`config.mk`:
```
export PLATFORM = sky130hd
export DESIGN_NAME = layer_sequencer
export DESIGN_NICKNAME = d
export VERILOG_FILES = /design/src/rtl/layer_sequencer_pkg.sv /design/src/rtl/layer_sequencer.sv
export SDC_FILE = /design/constraint.sdc
export NUM_CORES = 1
export LEC_CHECK = 0
export BUFFER_PORTS_ARGS = -buffer_cell sky130_fd_sc_hd__buf_2
export CAP_MARGIN = 10
export CORE_ASPECT_RATIO = 0.6
export CORE_MARGIN = 2
export CORE_UTILIZATION = 45
export CTS_BUF_LIST = sky130_fd_sc_hd__clkbuf_4 sky130_fd_sc_hd__clkbuf_8 sky130_fd_sc_hd__clkbuf_16
export DETAILED_ROUTE_END_ITERATION = 16
export PLACE_DENSITY = 0.7
export SLEW_MARGIN = 20
export SYNTH_ARGS = -nofsm -noshare
export SYNTH_HDL_FRONTEND = slang
export SYNTH_SLANG_ARGS = --single-unit
```
`constraint.sdc`:
```
create_clock -name clk -period 6.3 [get_ports clk]
set_input_delay 1.26 -clock clk [delete_from_list [all_inputs] [get_ports clk]]
set_output_delay 1.26 -clock clk [all_outputs]
set_load 0.005 [all_outputs]
```
`src/rtl/layer_sequencer_pkg.sv`:
```
// Shared types and sizing helpers for the layer sequencer family.
// Gathers the state enumeration and index-width function in one place.
package layer_sequencer_pkg;

  typedef enum logic [1:0] {
    ST_IDLE    = 2'd0,
    ST_COLLECT = 2'd1,
    ST_SEND    = 2'd2,
    ST_DONE    = 2'd3
  } seq_state_e;

  // A single-element layer still needs a 1-bit index.
  function automatic int idx_width(input int n);
    return (n > 1) ? $clog2(n) : 1;
  endfunction

endpackage

```
`src/rtl/layer_sequencer.sv`:
```
// Gathers per-neuron results into a buffer, then streams them out in index order
// as a serialized input for the next layer.
module layer_sequencer
  import layer_sequencer_pkg::*;
#(
  parameter int NEURON_NUM = 30,
  parameter int DATA_WIDTH = 16
) (
  input  logic                             clk,
  input  logic                             rst_n,
  input  logic [NEURON_NUM*DATA_WIDTH-1:0] layer_in,
  input  logic [NEURON_NUM-1:0]            layer_in_valid,
  input  logic                             stall,
  input  logic                             clr_overrun,
  output logic [DATA_WIDTH-1:0]            seq_output,
  output logic                             seq_output_valid,
  output logic                             seq_last,
  output logic [idx_width(NEURON_NUM)-1:0] seq_idx,
  output logic                             busy,
  output logic                             done,
  output logic                             overrun
);

  localparam int            IW       = idx_width(NEURON_NUM);
  localparam logic [IW-1:0] LAST_IDX = IW'(NEURON_NUM - 1);

  seq_state_e            state_q;
  logic [NEURON_NUM-1:0] pending_q;
  logic [NEURON_NUM-1:0] pending_d;
  logic [IW-1:0]         idx_q;
  logic [DATA_WIDTH-1:0] slot_q [NEURON_NUM];
  logic [DATA_WIDTH-1:0] seq_output_q;
  logic                  seq_output_valid_q;
  logic                  seq_last_q;
  logic [IW-1:0]         seq_idx_q;
  logic                  done_q;
  logic                  overrun_q;
  logic                  accept;
  logic                  drop;

  always_comb begin
    accept    = (state_q == ST_IDLE) || (state_q == ST_COLLECT);
    pending_d = pending_q | layer_in_valid;
    drop      = !accept && (|layer_in_valid);
  end

  // The buffer is locked from mask completion until the sequence returns to IDLE.
  always_ff @(posedge clk) begin
    if (accept) begin
      for (int n = 0; n < NEURON_NUM; n++) begin
        if (layer_in_valid[n]) begin
          slot_q[n] <= layer_in[n*DATA_WIDTH +: DATA_WIDTH];
        end
      end
    end
  end

  always_ff @(posedge clk) begin
    if (!rst_n) begin
      state_q            <= ST_IDLE;
      pending_q          <= '0;
      idx_q              <= '0;
      seq_output_q       <= '0;
      seq_output_valid_q <= 1'b0;
      seq_last_q         <= 1'b0;
      seq_idx_q          <= '0;
      done_q             <= 1'b0;
      overrun_q          <= 1'b0;
    end else begin
      seq_output_valid_q <= 1'b0;
      seq_last_q         <= 1'b0;
      done_q             <= 1'b0;

      if (drop) begin
        overrun_q <= 1'b1;
      end else if (clr_overrun) begin
        overrun_q <= 1'b0;
      end

      case (state_q)
        ST_IDLE: begin
          pending_q <= pending_d;
          if (&pending_d) begin
            state_q <= ST_SEND;
          end else if (|layer_in_valid) begin
            state_q <= ST_COLLECT;
          end
        end
        ST_COLLECT: begin
          pending_q <= pending_d;
          if (&pending_d) begin
            state_q <= ST_SEND;
          end
        end
        ST_SEND: begin
          if (!stall) begin
            seq_output_q       <= slot_q[idx_q];
            seq_output_valid_q <= 1'b1;
            seq_idx_q          <= idx_q;
            // idx parks on the last slot; DONE rewinds it.
            if (idx_q == LAST_IDX) begin
              seq_last_q <= 1'b1;
              state_q    <= ST_DONE;
            end else begin
              idx_q <= idx_q + 1'b1;
            end
          end
        end
        ST_DONE: begin
          done_q    <= 1'b1;
          pending_q <= '0;
          idx_q     <= '0;
          state_q   <= ST_IDLE;
        end
        default: state_q <= ST_IDLE;
      endcase
    end
  end

  assign seq_output       = seq_output_q;
  assign seq_output_valid = seq_output_valid_q;
  assign seq_last         = seq_last_q;
  assign seq_idx          = seq_idx_q;
  assign busy             = (state_q != ST_IDLE);
  assign done             = done_q;
  assign overrun          = overrun_q;

endmodule

```
==> flow_summary.toml <==
[sta]
fin_crit_sh = 0.556
rsz0062_at_grt = "false"
setup_viol = 0
finalMaxSlewViolations = 0
finalSetupTns_ps = 0
slew_headroom = 0.353
fin_crit_ps = 3500
fmax_mhz = 286
finalHoldViolCount = 0
worst_pin_slew_ps = 966
finClkSkew_ps = 32.4

[die]
chipWidth_um = 282
start_util = 0.454
io_pins = 540
fp.coreArea_um2 = 46100
die_y_um = 171
rows = 61
dieArea_um2 = 48300

[global_routing]
antenna_found_initial = 12
first_global_vias = 13006
grt_max_degree = 56
grt_usage = 0.261
grt_pass1_wl_um = 88500
overflow = 0

[yosys]
yosys_warnings = 0
synth.avg_cell_area_um2 = 19.5
yosys.area_share.simple = 0.0386
synth_compound_area_frac = 0.0420
synth_cell_type_count = 38
yosysSeqAreaShare = 0.748
synth_mux_area_frac = 0.150
synth-seq-cells = 542
synthesis.area_um2 = 20900
syn_inst = 1076
synth_xor_area_frac = 0
synthAdderAreaFrac = 0.00418
async_flop_share = 0
ys.flop_type = "edfxtp_1"
syn-num-nets = 1597
synth_top_family_by_area = "multiplexers"
synth_edf_count = 480

[clocking]
cts-root-buf = "clkbuf_16"
cts_tree = "yes"
insertion_delay_ps = 590
postCtsSetupRepairBufs = 0
numCtsBuffers = 50
clk_pin_slew_ps = 70
cts_resized = 0
cts_sinks = 542
ctsHtreeMaxLevel = 2
cts_buffer_depth = 3
ctsHoldBuffers = 0

[route]
wl_per_cell_um = 27.8
vias = 12916
drc = 0
drtIter0Drc = 1391
drt_first_pass_iters = 5
ant_nets = 0
wirelength_um = 64300
viasPerCell = 5.57

[place]
port-buffer-count = 539
place_congestion = 0.889
dp_hpwl_um = 46800
place_area_um2 = 24400

[setup_path]
cp.required_ps = 6750
critPathLaunchType = "flop"
critical_path_class = "reg2reg"
cp_max_fo = 39
crit_path_end_kind = "flop"
cp.arrival_ps = 3950

[cells_and_area]
stdcell_area_um2 = 26100
drive_above_1_share = 0.467
multi_input_area_um2 = 4990
area_delta_synth_final_pct = 24.9
final-seq-area_um2 = 15700
fill_cells = 3680
fin_nets = 2162

[power_and_ir_drop]
p_per_area_nw_per_um2 = 412
p_leak_nw = 9.59
vdd_drop_max_mv = 0.244

[run]
cap_violations = 0

[min_path]
hp-class = "reg2reg"

[status]
status = "finished, final reports clean"
area by class of cell:
cell class / instances / share of cell area
diodes: 7 / 0.000670
clock buffers: 55 / 0.0493
clock inverters: 36 / 0.0153
inverters: 7 / 0.00101
multi-input cells: 467 / 0.191
flip-flops and latches: 542 / 0.599
well taps: 630 / 0.0302
repair buffers: 573 / 0.113
logic make-up (layout without fill, tap and decap cells):
family                     Yosys count  in the layout
other                                0              7
adders and majority gates            7              7
buffers and inverters               67            671
AOI/OAI and AO/OA                  143            143
and+or+nand+nor                    157            157
DFF                                542            542
muxes                              160            160
worst max-delay path, stage by stage, from the launching register on:
cell	delay, ps
dfxtp_4	840
buf_4	460
buf_4	440
mux4_2	560
mux2i_1	360
a21oi_1	200
a221oi_1	350
nor2b_1	80
metrics by stage:
step	power (W)	instances	hold slack [ps]	utilization	setup WS, ps
after global placement	0.00760	2219	448	0.530	2750
after CTS	0.0108	2310	464	0.566	2690
after global routing	0.0111	2314	492	0.567	2570
after floorplan	0.00653	1076	437	-	3770
after detailed placement	0.00767	2219	455	0.530	2730
final	0.0108	2317	464	0.567	2800
where the power goes:
part	leakage, nW	switching [W]	internal, W
Sequential	5.10	0.000272	0.00497
Combinational	3.65	0.00148	0.000887
Clock	0.839	0.00135	0.00181
Total	9.59	0.00310	0.00766
state kept, by name, summed over array words and instances, names as in the netlist:
register          count
state_q               2
seq_output           16
slot_q              480
seq_output_valid      1
seq_last              1
pending_q            30
seq_idx               5
done                  1
idx_q                 5
overrun               1
placed cells by master (no fill, tap or decap), types with 26 or more instances in the layout:
cell type	count
a21oi_1	50
buf_4	34
nand2_1	26
buf_2	539
mux2i_1	36
nor2b_1	27
dfxtp_1	58
mux4_2	102
nor2_1	41
clkbuf_16	50
edfxtp_1	480
layer usage:
layer / vias to the layer above / GRT usage / wire length, um / part of all wire
li1: 5532 / - / - / -
met1: 6553 / 0.386 / 27200 / 0.42
met2: 729 / 0.397 / 29500 / 0.46
met3: 102 / 0.0528 / 5990 / 0.093
met4: 0 / 0.0676 / 1610 / 0.025
met5: - / 0 / 0 / 0
cell usage after synthesis, drive strengths merged (6+ instances only):
cell type,number,area [um2]
edfxtp,480,14400
mux4,118,2720
dfxtp,62,1240
a21oi,50,250
nor2b,45,282
nor2,42,158
mux2i,36,360
clkbuf,34,128
buf,26,203
nand2,26,97.6
o21ai,23,115
o22ai,21,131
and2,19,119
a211oi,16,120
a221oi,10,87.6
o211ai,10,75.1
nor4,9,56.3
ha,7,87.6
inv,7,26.3
a21boi,6,45.0
mux2,6,67.6
worst paths after layout:
kind	startpoint	end	slack, ps	cells past startpoint
max	idx_q[0]	seq_output[0]	2800	7
min	seq_idx[2]	seq_idx[2]	460	2
max reg2reg	idx_q[0]	seq_output[0]	2800	7
min reg2reg	seq_idx[2]	seq_idx[2]	460	2
Power figures use the tool's default switching activity.
